[config.mk]
export PLATFORM = sky130hd
export DESIGN_NAME = supply_responder
export DESIGN_NICKNAME = d
export VERILOG_FILES = /design/src/rtl/supply_responder.sv
export SDC_FILE = /design/constraint.sdc
export NUM_CORES = 1
export LEC_CHECK = 0
export ABC_AREA = 1
export CAP_MARGIN = 20
export CORE_MARGIN = 2
export CORE_UTILIZATION = 34
export DETAILED_ROUTE_END_ITERATION = 6
export GPL_ROUTABILITY_DRIVEN = 0
export PLACE_DENSITY = 0.58
export SYNTH_ARGS = -nofsm -noshare
export SYNTH_HDL_FRONTEND = slang
export SYNTH_SLANG_ARGS = --single-unit
[constraint.sdc]
create_clock -name clk -period 7.3 [get_ports clk]
set_input_delay 1.46 -clock clk [delete_from_list [all_inputs] [get_ports clk]]
set_output_delay 1.46 -clock clk [all_outputs]
set_load 0.02 [all_outputs]
[src/rtl/supply_responder.sv]
// Responder end of the store restock handshake: accepts one request, prepares
// for a quantity-dependent time, deducts from a two-product stock and reports delivery.
module supply_responder #(
  parameter int unsigned PREP_BASE  = 2,
  parameter int unsigned PREP_SHIFT = 3,
  parameter logic [7:0]  STOCK_INIT = 8'd255
) (
  input  logic       clk,
  input  logic       rst_n,
  input  logic       valid_in,
  input  logic       product_in,
  input  logic [5:0] number_in,
  input  logic       refill_in,
  output logic       ready_out,
  output logic       done_out,
  output logic [5:0] delivered_out,
  output logic       short_out,
  output logic       proto_err_out,
  output logic [7:0] stock_a_out,
  output logic [7:0] stock_b_out
);

  typedef enum logic [1:0] {S_IDLE, S_PREP, S_DONE} state_t;

  state_t     r_state;
  state_t     w_state_next;
  logic [6:0] r_cnt;
  logic       r_product;
  logic [5:0] r_number;
  logic       r_ready;
  logic       r_done;
  logic [5:0] r_delivered;
  logic       r_short;
  logic       r_proto_err;
  logic [7:0] r_stock_a;
  logic [7:0] r_stock_b;

  logic       w_accept;
  logic       w_last_prep;
  logic [6:0] w_prep_len;
  logic [7:0] w_avail;
  logic [7:0] w_req;
  logic       w_short;
  logic [7:0] w_deliver;

  assign w_accept    = valid_in && r_ready;
  assign w_last_prep = (r_state == S_PREP) && (r_cnt == 7'd1);
  assign w_prep_len  = 7'(PREP_BASE) + {1'b0, number_in >> PREP_SHIFT};

  // A refill on the delivery edge lands first, so the deduction sees STOCK_INIT.
  assign w_avail   = refill_in ? STOCK_INIT : (r_product ? r_stock_a : r_stock_b);
  assign w_req     = {2'b00, r_number};
  assign w_short   = w_req > w_avail;
  assign w_deliver = w_short ? w_avail : w_req;

  always_comb begin
    // NOTE: default first so every path assigns w_state_next and no latch is inferred.
    w_state_next = r_state;
    unique case (r_state)
      S_IDLE:  if (w_accept)    w_state_next = S_PREP;
      S_PREP:  if (w_last_prep) w_state_next = S_DONE;
      S_DONE:  w_state_next = S_IDLE;
      default: w_state_next = S_IDLE;
    endcase
  end

  // NOTE: sequential state uses non-blocking assignments so every register samples pre-edge values.
  always_ff @(posedge clk or negedge rst_n) begin
    if (!rst_n) r_state <= S_IDLE;
    else        r_state <= w_state_next;
  end

  always_ff @(posedge clk or negedge rst_n) begin
    if (!rst_n) begin
      r_cnt       <= '0;
      r_product   <= 1'b0;
      r_number    <= '0;
      r_ready     <= 1'b0;
      r_done      <= 1'b0;
      r_delivered <= '0;
      r_short     <= 1'b0;
      r_proto_err <= 1'b0;
      r_stock_a   <= STOCK_INIT;
      r_stock_b   <= STOCK_INIT;
    end else begin
      r_ready     <= (w_state_next == S_IDLE);
      r_done      <= w_last_prep;
      r_delivered <= w_last_prep ? w_deliver[5:0] : 6'd0;
      r_short     <= w_last_prep && w_short;

      if (valid_in && !r_ready) r_proto_err <= 1'b1;

      if (w_accept) begin
        r_product <= product_in;
        r_number  <= number_in;
        r_cnt     <= w_prep_len;
      end else if (r_state == S_PREP && r_cnt != 7'd0) begin
        r_cnt <= r_cnt - 7'd1;
      end

      if (refill_in) begin
        r_stock_a <= STOCK_INIT;
        r_stock_b <= STOCK_INIT;
      end
      if (w_last_prep) begin
        if (r_product) r_stock_a <= w_avail - w_deliver;
        else           r_stock_b <= w_avail - w_deliver;
      end
    end
  end

  assign ready_out     = r_ready;
  assign done_out      = r_done;
  assign delivered_out = r_delivered;
  assign short_out     = r_short;
  assign proto_err_out = r_proto_err;
  assign stock_a_out   = r_stock_a;
  assign stock_b_out   = r_stock_b;

endmodule

# Word level (Yosys, flattened, before mapping)
# Cells that the tools add are included.
dict set report totals {
  regBits 42
  input_bits 11
  output_inout_bits 26
  word_cells 42
}
dict set report op_classes {
  add_sub_neg 3
  n_lt_le_gt_ge 1
  n_eq_ne 2
  n_mux 15
  n_reduce_logical 10
}
# operator count
set op_table {}
lappend op_table {{8-bit two-way mux} 9}
lappend op_table {{7-bit two-way mux} 2}
lappend op_table {{6-bit by 8-bit greater-than comparator with 1-bit output} 1}
lappend op_table {{8-bit subtractor} 1}
lappend op_table {{7-bit by 1-bit equality test with 1-bit output (second input constant)} 1}
lappend op_table {{7-bit nonzero test} 1}
lappend op_table {{7-bit by 1-bit subtractor with 7-bit output (second input constant)} 1}
lappend op_table {{6-bit two-way mux} 1}
lappend op_table {{1-bit logical AND} 5}
lappend op_table {{2-bit by 3-bit adder with 4-bit output (first input constant)} 1}
lappend op_table {{2-bit logical NOT} 2}
lappend op_table {{2-bit two-way mux} 2}
lappend op_table {{2-bit case mux with 2 select lines} 1}
lappend op_table {{2-bit by 1-bit equality test with 1-bit output (second input constant)} 1}
lappend op_table {{2-bit nonzero test} 1}
lappend op_table {{1-bit logical NOT} 1}

# Logic depth before layout (Yosys ltp)
# Gate-level depths: netlist of the first run.
dict set report logic_depth {
  depth_word 7
  mapped_depth 26
  mapped_depth_nobuf 25
}

# Worst setup path before layout of the first run
# OpenSTA, ideal clock, no wires.
dict set report synth_path {
  path_type {input -> register}
  start {input refill_in}
  end {register r_stock_a[7], in the netlist stock_a_out[7]}
  setup_ps 72
  arrival_ps 4469
  required_ps 7228
  slack_ps 2759
  cell_stages 23
  n_path_buf 2
  path_cell_list {clkbuf_1 > nor2_1 > o21ai_0 > inv_1 > ha_1 > inv_1 > o21bai_1 > nand4_1 > nand2_1 > nand2_1 > nand2_1 > nand2_2 > buf_2 > o21ai_0 > ha_1 > a21oi_1 > nor3_1 > nor3_1 > nand2_1 > nand2_1 > nand3_1 > nand2_1 > inv_1}
}
dict set report synth_via {
  elab_chain_cells 6
  elab_cells_between_ends 7
}
# element line
set synth_lines {}
lappend synth_lines {{from (decl)} 13} ;# input logic refill_in,
lappend synth_lines {{8-bit two-way mux} 51} ;# assign w_avail = refill_in ? STOCK_INIT : (r_product ? r_stock_a : r_stock_b);
lappend synth_lines {{6-bit by 8-bit greater-than comparator with 1-bit output} 53} ;# assign w_short = w_req > w_avail;
lappend synth_lines {{8-bit two-way mux} 54} ;# assign w_deliver = w_short ? w_avail : w_req;
lappend synth_lines {{8-bit subtractor} 106} ;# if (r_product) r_stock_a <= w_avail - w_deliver;
lappend synth_lines {{8-bit two-way mux} 106}
lappend synth_lines {{8-bit two-way mux *} 105} ;# if (w_last_prep) begin
lappend synth_lines {{to (signal assigned)} 106}
lappend synth_lines {{to (decl)} 35} ;# logic [7:0] r_stock_a;
# Every way passes the cells marked *; elsewhere a longest branch is shown, timed or not.
# A chain may end at the register's enable or synchronous reset.

# Worst setup path after layout of the first run
dict set report layout_path {
  start {input refill_in}
  end {register r_stock_b[7], in the netlist stock_b_out[7]}
}
dict set report layout_via {
  elab_chain_cells 6
  elab_cells_between_ends 7
}
# element line
set layout_lines {}
lappend layout_lines {{8-bit two-way mux} 51}
lappend layout_lines {{6-bit by 8-bit greater-than comparator with 1-bit output} 53}
lappend layout_lines {{8-bit two-way mux} 54}
lappend layout_lines {{8-bit subtractor} 107} ;# else r_stock_b <= w_avail - w_deliver;
lappend layout_lines {{8-bit two-way mux} 106}
lappend layout_lines {{8-bit two-way mux *} 105}
lappend layout_lines {{to (signal assigned)} 107}
lappend layout_lines {{to (decl)} 36} ;# logic [7:0] r_stock_b;
# Marked as above.

==> flow_metrics.env, run 1 <==
export IMPL_cts_buffers=5
export IMPL_maxCapViolations=0
export IMPL_critPathSlowestCell="clkdlybuf4s50_1"
export IMPL_cts_tree="built"
export IMPL_grt_overflow_total=0
export IMPL_num_rows=30
export IMPL_ant_nets=0
export IMPL_drt_wirelength_per_cell_um=13.0
export IMPL_avgSynthCellArea_um2=7.79
export IMPL_grt_pass1_wl_um=9990
export IMPL_clk_path_buf_depth=2
export IMPL_min_path_type="flop to flop"
export IMPL_core_area_um2=6790
export IMPL_crit_type="input pin to flop"
export IMPL_port_buffers=36
export IMPL_start_util=0.351
export IMPL_stdcell_count=440
export IMPL_tns_ns=0
export IMPL_power_total_mw=1.02
export IMPL_dieArea_um2=7690
export IMPL_synth_cells=306
export IMPL_setup_viol=0
export IMPL_drv_slew=0
export IMPL_final_cell_mix="nand2_1, inv_1, clkdlybuf4s50_1"
export IMPL_dp_cells=432
export IMPL_synthesis_area_um2=2380
export IMPL_final_layout_size_suffix_gt1_frac=0.102
export IMPL_max_freq_mhz=189
export IMPL_h_tree_depth=2
export IMPL_worst_setup_path_start_kind="input pin"
export IMPL_grt_pass1_vias=2111
export IMPL_ys_types=35
export IMPL_route_vias_total=2082
export IMPL_total_leakage_power_nw=1.43
export IMPL_status="finished clean"
export IMPL_dieHeight_um=87.7
export IMPL_worst_ep_required_time_ns=7.52
export IMPL_drt_iter0_drc=147
export IMPL_dr_pass1_iters=4
export IMPL_antennaDiodeCount=0
export IMPL_crit_fanout=14
export IMPL_holdWs_ns=0.475
export IMPL_hpwl_um=4330
export IMPL_clk_latency_ns=0.30
export IMPL_crit_chain="clkdlybuf4s50_1 > nor2_1 > o21ai_0 > inv_1 > ha_1 > inv_1 > o21bai_1 > nand4_1 > nand2_1 > nand2_1 > nand2_1 > nand2_2 > o21ai_0 > ha_1 > a21oi_1 > nor3_1 > nor3_1 > nand2_1 > nand2_1 > nand3_1 > o21ai_0"
export IMPL_finalNetCount=368
export IMPL_antenna_found_initial=0
export IMPL_final_common_cell="nand2_1"
export IMPL_worstPathArrival_ns=5.49
export IMPL_clk_pin_slew_worst_paths_ns=0.09
export IMPL_placed_area_um2=2830
export IMPL_syn2layout_area_growth_pct=23.5
export IMPL_drt_wl_total_um=5740
export IMPL_crit_family="compound AO/OA/AOI/OAI gates"
export IMPL_synthArstFlopShare=1.00
export IMPL_postCtsSetupBuffers=0
export IMPL_grtUsageTotal=0.168
export IMPL_tightest_slew_ns=0.924
export IMPL_ctsHoldBuffers=0
export IMPL_via_per_inst=4.73
export IMPL_fin_area_um2=2940
export IMPL_synthFlopType="dfrtp_1"
export IMPL_finalCritPeriodShare=0.723
export IMPL_fillers=698
export IMPL_drc_errors=0
export IMPL_hold_viol=0
export IMPL_synth_edf_count=0
export IMPL_finalCriticalPeriod_ns=5.28
export IMPL_cpMostUsedCell="nand2_1"
export IMPL_vdd_drop_max_mv=0.110
export IMPL_synth_nets=331
export IMPL_io_pins=37
export IMPL_synth_seq_cells=42
export IMPL_grt_max_degree=43
export IMPL_postCtsResizedCells=0
export IMPL_p_per_area_nw_per_um2=346
export IMPL_cts_root_buf="clkbuf_8"
export IMPL_ys_seq_area_frac=0.450
export IMPL_worst_path_buf_inv=3
export IMPL_endpoint_kind="flop"
export IMPL_skew_ns=0.00930
export IMPL_die_w_um=87.7
export IMPL_clkSinkCount=42
export IMPL_cp_slowest_stage_delay_ns=0.79
export IMPL_slew_headroom=0.384
export IMPL_rsz0062_at_grt="no"
export IMPL_ys_warn_count=0
==> sequential cells by signal, summed over array words and instances (netlist names) <==
name           flops
ready_out          1
r_number           6
r_product          1
stock_b_out        8
done_out           1
r_state            2
r_cnt              7
delivered_out      6
short_out          1
proto_err_out      1
stock_a_out        8
==> final timing paths <==
kind | startpoint | depth (start not counted) | slack, ns | end
max in group asynchronous | rst_n | 1 | 5.43 | delivered_out[4]
worst min register to register | ready_out | 1 | 0.47 | proto_err_out
worst min-delay path | ready_out | 1 | 0.47 | proto_err_out
worst max-delay path | refill_in | 21 | 2.02 | stock_b_out[7]
min in group asynchronous | rst_n | 1 | 1.29 | r_cnt[3]
worst max register to register | r_product | 21 | 3.31 | stock_b_out[7]
==> synth_stat cells (2+ instances only) <==
| master | n | area, um^2 |
|---|---|---|
| a21oi_1 | 8 | 40.0 |
| inv_1 | 46 | 173 |
| nand2_1 | 75 | 282 |
| nand3_1 | 17 | 85.1 |
| nand4_1 | 5 | 31.3 |
| ha_1 | 13 | 163 |
| nand2_2 | 5 | 31.3 |
| nor2_1 | 31 | 116 |
| dfstp_2 | 16 | 420 |
| dfrtp_1 | 26 | 651 |
| clkbuf_1 | 4 | 15.0 |
| o21ai_1 | 3 | 15.0 |
| o21ai_0 | 28 | 140 |
| nor3_1 | 5 | 25.0 |
| o211ai_1 | 2 | 15.0 |
| a31oi_1 | 2 | 12.5 |
| o21bai_1 | 2 | 15.0 |
==> cells by family (layout without fill, tap and decap cells) <==
kind of cell             Yosys count  after routing  share of synthesized area
buffers and inverters             53             91                     0.0856
flip-flops                        42             42                      0.450
AND/OR/NAND/NOR                  142            142                      0.254
AO/OA/AOI/OAI                     53             53                      0.127
adder cells (fa/ha/maj)           14             14                     0.0767
XOR/XNOR                           2              2                    0.00735
==> per-stage QoR <==
stage / util / setup slack (ns)
after floorplan: - / 2.76
final: 0.433 / 2.02
after CTS: 0.433 / 2.06
after detailed placement: 0.417 / 1.76
after global placement: 0.417 / 1.94
after global routing: 0.433 / 1.49
==> metal layers <==
layer	wire [um]	track usage
met4	139	0.0713
met1	2880	0.239
met5	0	0
met3	244	0.0273
met2	2470	0.254
==> power by group <==
| group | leakage (nW) | internal, mW | switching [mW] | total [mW] |
|---|---|---|---|---|
| combinational | 0.872 | 0.175 | 0.312 | 0.487 |
| clock | 0.0585 | 0.103 | 0.0879 | 0.190 |
| sequential | 0.499 | 0.292 | 0.0493 | 0.341 |
==> area by class of cell <==
type,count,area (um^2),share of cell area
clock buffers,5,68.8,0.0234
clock inverters,3,43.8,0.0149
inverters,47,176,0.0599
multi-input cells,211,1110,0.376
flip-flops and latches,42,1070,0.364
well taps,96,120,0.0408
repair buffers,36,355,0.121
Power figures use the tool's default switching activity.
==> run 2, diff against run 1 <==
==> constraint.sdc (replaced) <==
create_clock -name clk -period 5 [get_ports clk]
set_input_delay 1 -clock clk [delete_from_list [all_inputs] [get_ports clk]]
set_output_delay 1 -clock clk [all_outputs]
set_load 0.02 [all_outputs]
==> flow_metrics.env, run 2 (synthesis gave the netlist of run 1 again) <==
export IMPL_holdWs_ns=0.490
export IMPL_worst_ep_required_time_ns=5.22
export IMPL_grt_pass1_vias=2084
export IMPL_num_rows=30
export IMPL_postCtsResizedCells=0
export IMPL_drc_errors=0
export IMPL_postCtsSetupBuffers=0
export IMPL_die_w_um=87.7
export IMPL_m1WireLength_um=2900
export IMPL_ctsHoldBuffers=0
export IMPL_hp_start="proto_err_out"
export IMPL_antennaDiodeCount=0
export IMPL_power_total_mw=1.45
export IMPL_drt_wl_total_um=5680
export IMPL_total_leakage_power_nw=1.44
export IMPL_dr_pass1_iters=4
export IMPL_h_tree_depth=2
export IMPL_io_pins=37
export IMPL_grt_max_degree=43
export IMPL_cp_slowest_stage_delay_ns=0.35
export IMPL_antenna_found_initial=0
export IMPL_p_per_area_nw_per_um2=492
export IMPL_worst_setup_path_start_kind="input pin"
export IMPL_max_freq_mhz=230
export IMPL_setup_viol=0
export IMPL_critPathSlowestCell="dlymetal6s2s_1"
export IMPL_placed_area_um2=2850
export IMPL_hpwl_um=4370
export IMPL_dieArea_um2=7690
export IMPL_timing_rr_end="stock_b_out[7]"
export IMPL_wl_met2_um=2440
export IMPL_via_per_inst=4.69
export IMPL_maxCapViolations=0
export IMPL_cpMostUsedCell="nand2_1"
export IMPL_rr_worst_depth=19
export IMPL_stdcell_count=443
export IMPL_hold_viol=0
export IMPL_skew_ns=0.00499
export IMPL_clk_latency_ns=0.29
export IMPL_fillers=702
export IMPL_tns_ns=0
export IMPL_holdPathStages=1
export IMPL_core_area_um2=6790
export IMPL_clk_pin_slew_worst_paths_ns=0.08
export IMPL_crit_family="simple AND/OR/NAND/NOR gates"
export IMPL_r2r_start="r_product"
export IMPL_reg2reg_slack_ns=1.19
export IMPL_dp_cells=435
export IMPL_clk_path_buf_depth=2
export IMPL_vdd_drop_max_mv=0.172
export IMPL_endpoint_kind="flop"
export IMPL_slew_headroom=0.394
export IMPL_hold_path_endpoint="proto_err_out"
export IMPL_worst_path_buf_inv=3
export IMPL_crit_type="input pin to flop"
export IMPL_drv_slew=0
export IMPL_grt_pass1_wl_um=9760
export IMPL_cts_tree="built"
export IMPL_port_buffers=36
export IMPL_drt_iter0_drc=136
export IMPL_rsz0062_at_grt="no"
export IMPL_final_cell_mix="nand2_1, inv_1, clkdlybuf4s50_1"
export IMPL_utilization=0.434
export IMPL_min_path_type="flop to flop"
export IMPL_crit_chain="dlymetal6s2s_1 > buf_4 > nor2_1 > o21ai_0 > inv_1 > ha_1 > nand2_1 > nor3_2 > nand2_1 > nand2_1 > nand2_2 > o21ai_0 > ha_1 > a21oi_1 > nor3_1 > nor3_1 > nand2_1 > nand2_1 > nand3_1 > o21ai_0"
export IMPL_grtUsageTotal=0.163
export IMPL_crit_fanout=13
export IMPL_status="finished clean"
export IMPL_finalNetCount=371
export IMPL_route_vias_total=2076
export IMPL_fin_ws_ns=0.644
export IMPL_final_layout_size_suffix_gt1_frac=0.110
export IMPL_cts_root_buf="clkbuf_8"
export IMPL_start_util=0.351
export IMPL_dieHeight_um=87.7
export IMPL_grt_overflow_total=0
export IMPL_syn2layout_area_growth_pct=23.8
export IMPL_ant_nets=0
export IMPL_routed_wl_met3_um=222
export IMPL_worstPathArrival_ns=4.57
export IMPL_dp_slack_ns=-0.0103
export IMPL_finalCritPeriodShare=0.871
export IMPL_fin_area_um2=2950
export IMPL_clkSinkCount=42
export IMPL_finalCriticalPeriod_ns=4.36
export IMPL_drt_wirelength_per_cell_um=12.8
export IMPL_tightest_slew_ns=0.909
export IMPL_crit_start="refill_in"
export IMPL_route_top_layer_used="met4"
export IMPL_cts_buffers=5
export IMPL_final_common_cell="nand2_1"
-- run 2: cell types whose count changed in the layout (fill, tap and decap cells not counted) --
cell / delta
buf_4: +3
inv_6: -1
dlymetal6s2s_1: +1
clkdlybuf4s50_1: -1
clkbuf_8: +1
clkinvlp_4: +1
o21ai_0: -2
bufinv_16: -1
o21ai_1: +2
-- run 2: layout make-up --
type,count,area [um^2],area share
Clock buffer,6,82.6,0.0280
Clock inverter,2,12.5,0.00424
Inverter,47,176,0.0598
Multi-Input combinational cell,211,1110,0.375
Sequential cell,42,1070,0.363
Tap cell,96,120,0.0407
Timing Repair Buffer,39,380,0.129
-- run 2: worst max path at each step --
stage	cells past startpoint	slack, ns	end
CTS	22	0.29	stock_b_out[7]
global route	21	0.17	stock_a_out[7]
finish	20	0.64	stock_b_out[7]
detailed placement	22	-0.01	stock_b_out[7]
global placement	23	0.17	stock_a_out[7]
floorplan	23	0.92	stock_a_out[7]
-- run 2: per-layer routing --
metal	global-route usage	up-vias
met1	0.237	967
met3	0.0226	8
met5	0	-
met4	0.0699	0
li1	-	1058
met2	0.241	43
-- run 2: power by group --
| group | switching [mW] | internal, mW |
|---|---|---|
| clock | 0.119 | 0.111 |
| sequential | 0.0722 | 0.426 |
| combinational | 0.461 | 0.264 |
-- run 2: worst reg2reg max path, cell delays in order (launching register included) --
cell and delay [ns]:
dfrtp_1 0.52, inv_2 0.19, nor2_4 0.07, o21ai_0 0.35, inv_1 0.12, ha_1 0.32, nand2_1 0.06, nor3_2 0.21
nand2_1 0.07, nand2_1 0.07, nand2_2 0.14, o21ai_0 0.31, ha_1 0.34, a21oi_1 0.25, nor3_1 0.08, nor3_1 0.26
nand2_1 0.12, nand2_1 0.07, nand3_1 0.06, o21ai_0 0.10
